File: config.mk
export PLATFORM = sky130hd
export DESIGN_NAME = pe_dot_sequencer
export DESIGN_NICKNAME = d
export VERILOG_FILES = /design/src/rtl/pe_dot_sequencer.sv
export SDC_FILE = /design/constraint.sdc
export NUM_CORES = 1
export LEC_CHECK = 0
export ABC_AREA = 1
export CORE_MARGIN = 1
export CORE_UTILIZATION = 36
export DETAILED_ROUTE_END_ITERATION = 8
export PLACE_DENSITY = 0.72
export SETUP_SLACK_MARGIN = 0.02
export SYNTH_ARGS = -nofsm -noshare
export SYNTH_HDL_FRONTEND = slang
export SYNTH_SLANG_ARGS = --single-unit
File: constraint.sdc
create_clock -name clk -period 1.8 [get_ports clk]
set_clock_uncertainty 0.15 [all_clocks]
set_input_delay 0.45 -clock clk [delete_from_list [all_inputs] [get_ports clk]]
set_output_delay 0.45 -clock clk [all_outputs]
set_load 0.005 [all_outputs]
File: src/rtl/pe_dot_sequencer.sv
// pe_dot_sequencer: feeds (activation, weight) pairs into the fp16 MAC
// processing element. After VEC_LEN pairs it waits for the last product to
// land, captures the accumulated dot product and presents it on a
// valid/ready output. It then pulses pe_clear so the next window starts
// from zero. No arithmetic is done here.
module pe_dot_sequencer #(
  parameter int DATA_WIDTH = 16,
  parameter int VEC_LEN    = 9,
  parameter int CNT_W      = 4
) (
  input  logic                  clk,
  input  logic                  reset,
  input  logic                  in_valid,
  output logic                  in_ready,
  input  logic [DATA_WIDTH-1:0] in_a,
  input  logic [DATA_WIDTH-1:0] in_b,
  output logic [DATA_WIDTH-1:0] pe_a,
  output logic [DATA_WIDTH-1:0] pe_b,
  output logic                  pe_clear,
  input  logic [DATA_WIDTH-1:0] pe_result,
  output logic                  out_valid,
  input  logic                  out_ready,
  output logic [DATA_WIDTH-1:0] out_data,
  output logic                  busy
);

  typedef enum logic [1:0] {
    FEED    = 2'd0,
    DRAIN   = 2'd1,
    CAPTURE = 2'd2,
    OUTPUT  = 2'd3
  } state_t;

  // Counter value held while the final pair of a window is accepted.
  localparam logic [CNT_W-1:0] LAST_CNT = CNT_W'(VEC_LEN - 1);

  state_t                state_r;
  state_t                state_nxt_s;
  logic [CNT_W-1:0]      cnt_r;
  logic [CNT_W-1:0]      cnt_nxt_s;
  logic [DATA_WIDTH-1:0] pe_a_nxt_s;
  logic [DATA_WIDTH-1:0] pe_b_nxt_s;
  logic                  pe_clear_nxt_s;
  logic                  out_valid_nxt_s;
  logic [DATA_WIDTH-1:0] out_data_nxt_s;
  logic                  busy_nxt_s;
  logic                  accept_s;
  logic                  last_s;

  assign in_ready = (state_r == FEED);
  assign accept_s = in_valid && (state_r == FEED);
  assign last_s   = (cnt_r == LAST_CNT);

  // State register; reset drops any partially fed window.
  always_ff @(posedge clk or posedge reset) begin
    if (reset) begin
      state_r <= FEED;
    end else begin
      state_r <= state_nxt_s;
    end
  end

  // Next-state logic: feed -> drain -> capture -> output -> feed.
  always_comb begin
    state_nxt_s = state_r;
    case (state_r)
      FEED: begin
        if (accept_s && last_s) begin
          state_nxt_s = DRAIN;
        end else begin
          state_nxt_s = FEED;
        end
      end
      DRAIN: begin
        state_nxt_s = CAPTURE;
      end
      CAPTURE: begin
        state_nxt_s = OUTPUT;
      end
      OUTPUT: begin
        if (out_valid && out_ready) begin
          state_nxt_s = FEED;
        end else begin
          state_nxt_s = OUTPUT;
        end
      end
      default: begin
        state_nxt_s = FEED;
      end
    endcase
  end

  // Output/datapath next values; operands default to zero so bubbles add nothing.
  always_comb begin
    cnt_nxt_s       = cnt_r;
    pe_a_nxt_s      = {DATA_WIDTH{1'b0}};
    pe_b_nxt_s      = {DATA_WIDTH{1'b0}};
    pe_clear_nxt_s  = 1'b0;
    out_valid_nxt_s = out_valid;
    out_data_nxt_s  = out_data;
    case (state_r)
      FEED: begin
        if (accept_s) begin
          pe_a_nxt_s = in_a;
          pe_b_nxt_s = in_b;
          if (last_s) begin
            cnt_nxt_s = {CNT_W{1'b0}};
          end else begin
            cnt_nxt_s = cnt_r + CNT_W'(1);
          end
        end else begin
          cnt_nxt_s = cnt_r;
        end
      end
      DRAIN: begin
        cnt_nxt_s = cnt_r;
      end
      CAPTURE: begin
        // The last product was accumulated at the previous edge, so the
        // PE result is final and stable here.
        out_data_nxt_s  = pe_result;
        out_valid_nxt_s = 1'b1;
        pe_clear_nxt_s  = 1'b1;
      end
      OUTPUT: begin
        if (out_valid && out_ready) begin
          out_valid_nxt_s = 1'b0;
        end else begin
          out_valid_nxt_s = out_valid;
        end
      end
      default: begin
        cnt_nxt_s = {CNT_W{1'b0}};
      end
    endcase
    busy_nxt_s = (state_nxt_s != FEED) || (cnt_nxt_s != {CNT_W{1'b0}});
  end

  // Registered outputs and pair counter.
  always_ff @(posedge clk or posedge reset) begin
    if (reset) begin
      cnt_r     <= {CNT_W{1'b0}};
      pe_a      <= {DATA_WIDTH{1'b0}};
      pe_b      <= {DATA_WIDTH{1'b0}};
      pe_clear  <= 1'b0;
      out_valid <= 1'b0;
      out_data  <= {DATA_WIDTH{1'b0}};
      busy      <= 1'b0;
    end else begin
      cnt_r     <= cnt_nxt_s;
      pe_a      <= pe_a_nxt_s;
      pe_b      <= pe_b_nxt_s;
      pe_clear  <= pe_clear_nxt_s;
      out_valid <= out_valid_nxt_s;
      out_data  <= out_data_nxt_s;
      busy      <= busy_nxt_s;
    end
  end

endmodule

==> results.txt <==
The placement-stage worst setup slack came out at -0.008838 ns. The clock passes through at most 2 buffers. The share of the synthesized area in the top cell type works out to 67.86%. For the maximum level of the CTS H-tree, the log shows 3.

Post-synthesis sequential area ratio: 67.86%. The final period utilization works out to 97.30%. The vertical die dimension was 78.41 um. In this design, the stage delay of the slowest critical-path cell is 0.50 ns.

The async set-reset flop share out of synthesis works out to 100.0%. The tools report the element type at the critical path start as a register. The first-pass iteration count of the detailed router was 4; the reg2reg setup slack was 0.33 ns. The worst-margin pin slew is 0.2726 ns. The count of antenna-violating nets left after detailed routing was 0; the count of antenna diodes in the layout was 0. The routed wire length is 4.586 mm. Across the run, the number of max-cap violations was 0.

The critical path endpoint category is an output pin. The maximum fanout encountered on the critical timing path is 1. The post-route minimum period works out to 1.751 ns. Synthesis produced a netlist with a net count of 273.

For this design the ratio of total power to cell area is 1262 mW/mm^2. After synthesis, the netlist uses 16 different library cells. Cells with a size suffix above 1 make up 9.357% of the layout. TritonCTS built the clock tree.

The critical path goes through clkdlybuf4s50_1. The initial core utilization came out at 37.71%. Count of final max-slew check failures: 0. Count of buffering cells on the critical path with inverters included: 1. The region available for standard cell placement spans 0.005574 sq mm. Summed over all layers, the global routing overflow is 0.

In this run the clock root is driven by a clkbuf_8. Number of vias in the routed layout: 1730. Once routing completed, OpenROAD measured the worst setup slack at 0.04861 ns.

Input and output buffers added on the ports amount to 103. In this run the core area contains 27 standard-cell rows. Relative to the synthesized area, the layout overhead comes to 68.10%.

The final number of setup-violating endpoints is 0. Entering global routing, the biggest net connects 38 pins. The worst max-slew margin expressed relative to the limit is 81.80%, and the cell area after synthesis is 0.002102 sq mm. Setup total negative slack on the finished layout was measured at 0 ns.

In this run, post-CTS hold repair placed 0 buffers. For the via count of the first global-routing pass, the log shows 1726. After detailed routing, the number of remaining DRC violations is 0.

The flow ran to the end, and the final reports show no timing, DRC or antenna violations. The net count of the finished layout is 392. The number of placed instances, taps included came out at 397. The tightest hold path in the finished design has a slack of 0.3138 ns.

The slowest stage of the critical path belongs to the cell clkdlybuf4s50_1. Dividing the detail-routed via count by the number of cells gives 4.179. The cell type contributing the most total cell area after synthesis is dfrtp_1. The final number of hold-violating endpoints was 0; the floorplan die width was 78.41 um.

The Yosys step of the flow raised 0 warnings. VDD sags by at most 673.2 uV. After the flow finishes, the layout carries non-filler instances totaling 414.

The number of antenna violations at the first check in global routing came out at 0. The first routing iteration left 35 violations. Clock tree synthesis inserted a total of 9 buffers.

The area enclosed by the die boundary came out at 0.006148 sq mm. Setup repair after global routing left no endpoint under its margin. The number of synthesized flops with an enable pin came out at 0. 104 I/O pins were placed. Among all cell types in the netlist, the one instantiated most often is nand2_1. Global-route wire length before repair: 7.548 mm. The setup path with the least slack is of type register to output pin.

Summed over all cells, the static leakage comes to 0.002239 uW. Averaged over all synthesized cells, the footprint is 9.598 sq um. Among cell families on the critical path, the largest total delay comes from buffers and inverters. Routability-driven placement finished with a final weighted congestion of 0.8067. In the final routed layout, each cell accounts on average for 11.08 um. The post-synthesis instance total is 219. By area the synthesized netlist is led by dfrtp_1, nand2_1, inv_1. Ranked by instance count, the synthesized netlist is headed by nand2_1, dfrtp_1, inv_1. Detailed placement finished with a half-perimeter wire length of 3.340 mm. For the endpoint required time on the critical path, the log shows 1.20 ns. After synthesis the netlist holds a flip-flop and latch count of 57.

For the worst-skew pair, the clock arrives at the later sink with an insertion delay of 0.32 ns. For the worst setup path, the data arrival time is 1.15 ns. The total routing resource utilization after global routing was 16.33%; the clock-pin slew reported for the worst setup and hold paths after clock tree synthesis was 0.06 ns. In this run the worst hold path is classified as register to register. The tools report the number of clock sinks seen by CTS as 57.

Predominant post-synthesis flop cell: dfrtp_1. The run gives 0.5710 GHz as the maximum frequency from static timing analysis.
[per-layer routing]
metal  vias to the layer above  wire length, um  GRT usage [%]
li1                        868                -              -
met1                       791             1886          18.45
met2                        64             2234          27.54
met3                         7              386          5.000
met4                         0               78          8.889
met5                         -                0              0
[worst paths after layout]
kind	depth (start not counted)	end	start
worst max-delay path	1	pe_b[6]	pe_b[6]
worst min-delay path	2	out_data[7]	out_data[7]
worst max register to register	8	busy	cnt_r[0]
worst min register to register	2	out_data[7]	out_data[7]
max in group asynchronous	3	cnt_r[2]	reset
min in group asynchronous	3	pe_a[5]	reset
[flip-flops by register name, summed over array words and instances (netlist names)]
| name | flops |
|---|---|
| busy | 1 |
| cnt_r | 4 |
| out_data | 16 |
| pe_b | 16 |
| pe_a | 16 |
| state_r | 2 |
| out_valid | 1 |
| pe_clear | 1 |
[layout make-up]
| cell class | instances | area [sq um] |
|---|---|---|
| Timing Repair Buffer | 113 | 1176 |
| Tap cell | 72 | 90.09 |
| Sequential cell | 57 | 1426 |
| Clock buffer | 12 | 155.1 |
| Clock inverter | 3 | 40.04 |
| Multi-Input combinational cell | 113 | 476.7 |
| Inverter | 44 | 168.9 |
| Fill cell | 482 | 2041 |
[cells in the final DEF, fill, tap and decap left out, types with 3 or more instances in the layout]
cell type | Yosys | final
nand3_1 | 8 | 8
buf_4 | 1 | 8
clkbuf_8 | 0 | 11
nand2_1 | 61 | 61
inv_2 | 3 | 3
inv_1 | 41 | 40
dlymetal6s2s_1 | 0 | 25
nor2_1 | 34 | 34
clkdlybuf4s50_1 | 0 | 64
dlygate4sd2_1 | 0 | 14
dfrtp_1 | 57 | 57
[power breakdown]
group / switching, uW / internal, uW
clock network: 454 / 702
logic: 729 / 775
registers: 165 / 1630
[kinds of logic (layout without fill, tap and decap cells)]
group / after synthesis / in the layout / share of synthesized area, %
AND/OR/NAND/NOR: 109 / 109 / 20.89
flip-flops: 57 / 57 / 67.86
buffers and inverters: 49 / 172 / 9.464
adder cells (fa/ha/maj): 2 / 2 / 1.190
AO/OA/AOI/OAI: 2 / 2 / 0.5951
[metrics by stage]
stage | total power [uW] | instance area, sq um | util, %
2_1_floorplan | 2514 | 2106 | -
3_3_place_gp | 3390 | 3278 | 58.81
3_5_place_dp | 3442 | 3278 | 58.81
4_1_cts | 4555 | 3463 | 62.13
5_1_grt | 4791 | 3533 | 63.39
6_report | 4459 | 3533 | 63.39
[worst min-delay path: cells and delay by family (launching register included)]
| kind | cells | cell delay, ns |
|---|---|---|
| DFF | 1 | 0.33 |
| and+or+nand+nor | 2 | 0.10 |
[repair_timing]
item / 4_1_cts / 5_1_grt
setup endpoints to repair: 14 / 25
gates resized for setup: 14 / 25
endpoints found under the hold margin: 0 / 0
buffers inserted: 1 / 1
gates cloned: 0 / 0
Note: power is estimated with default switching activity, not from simulation.
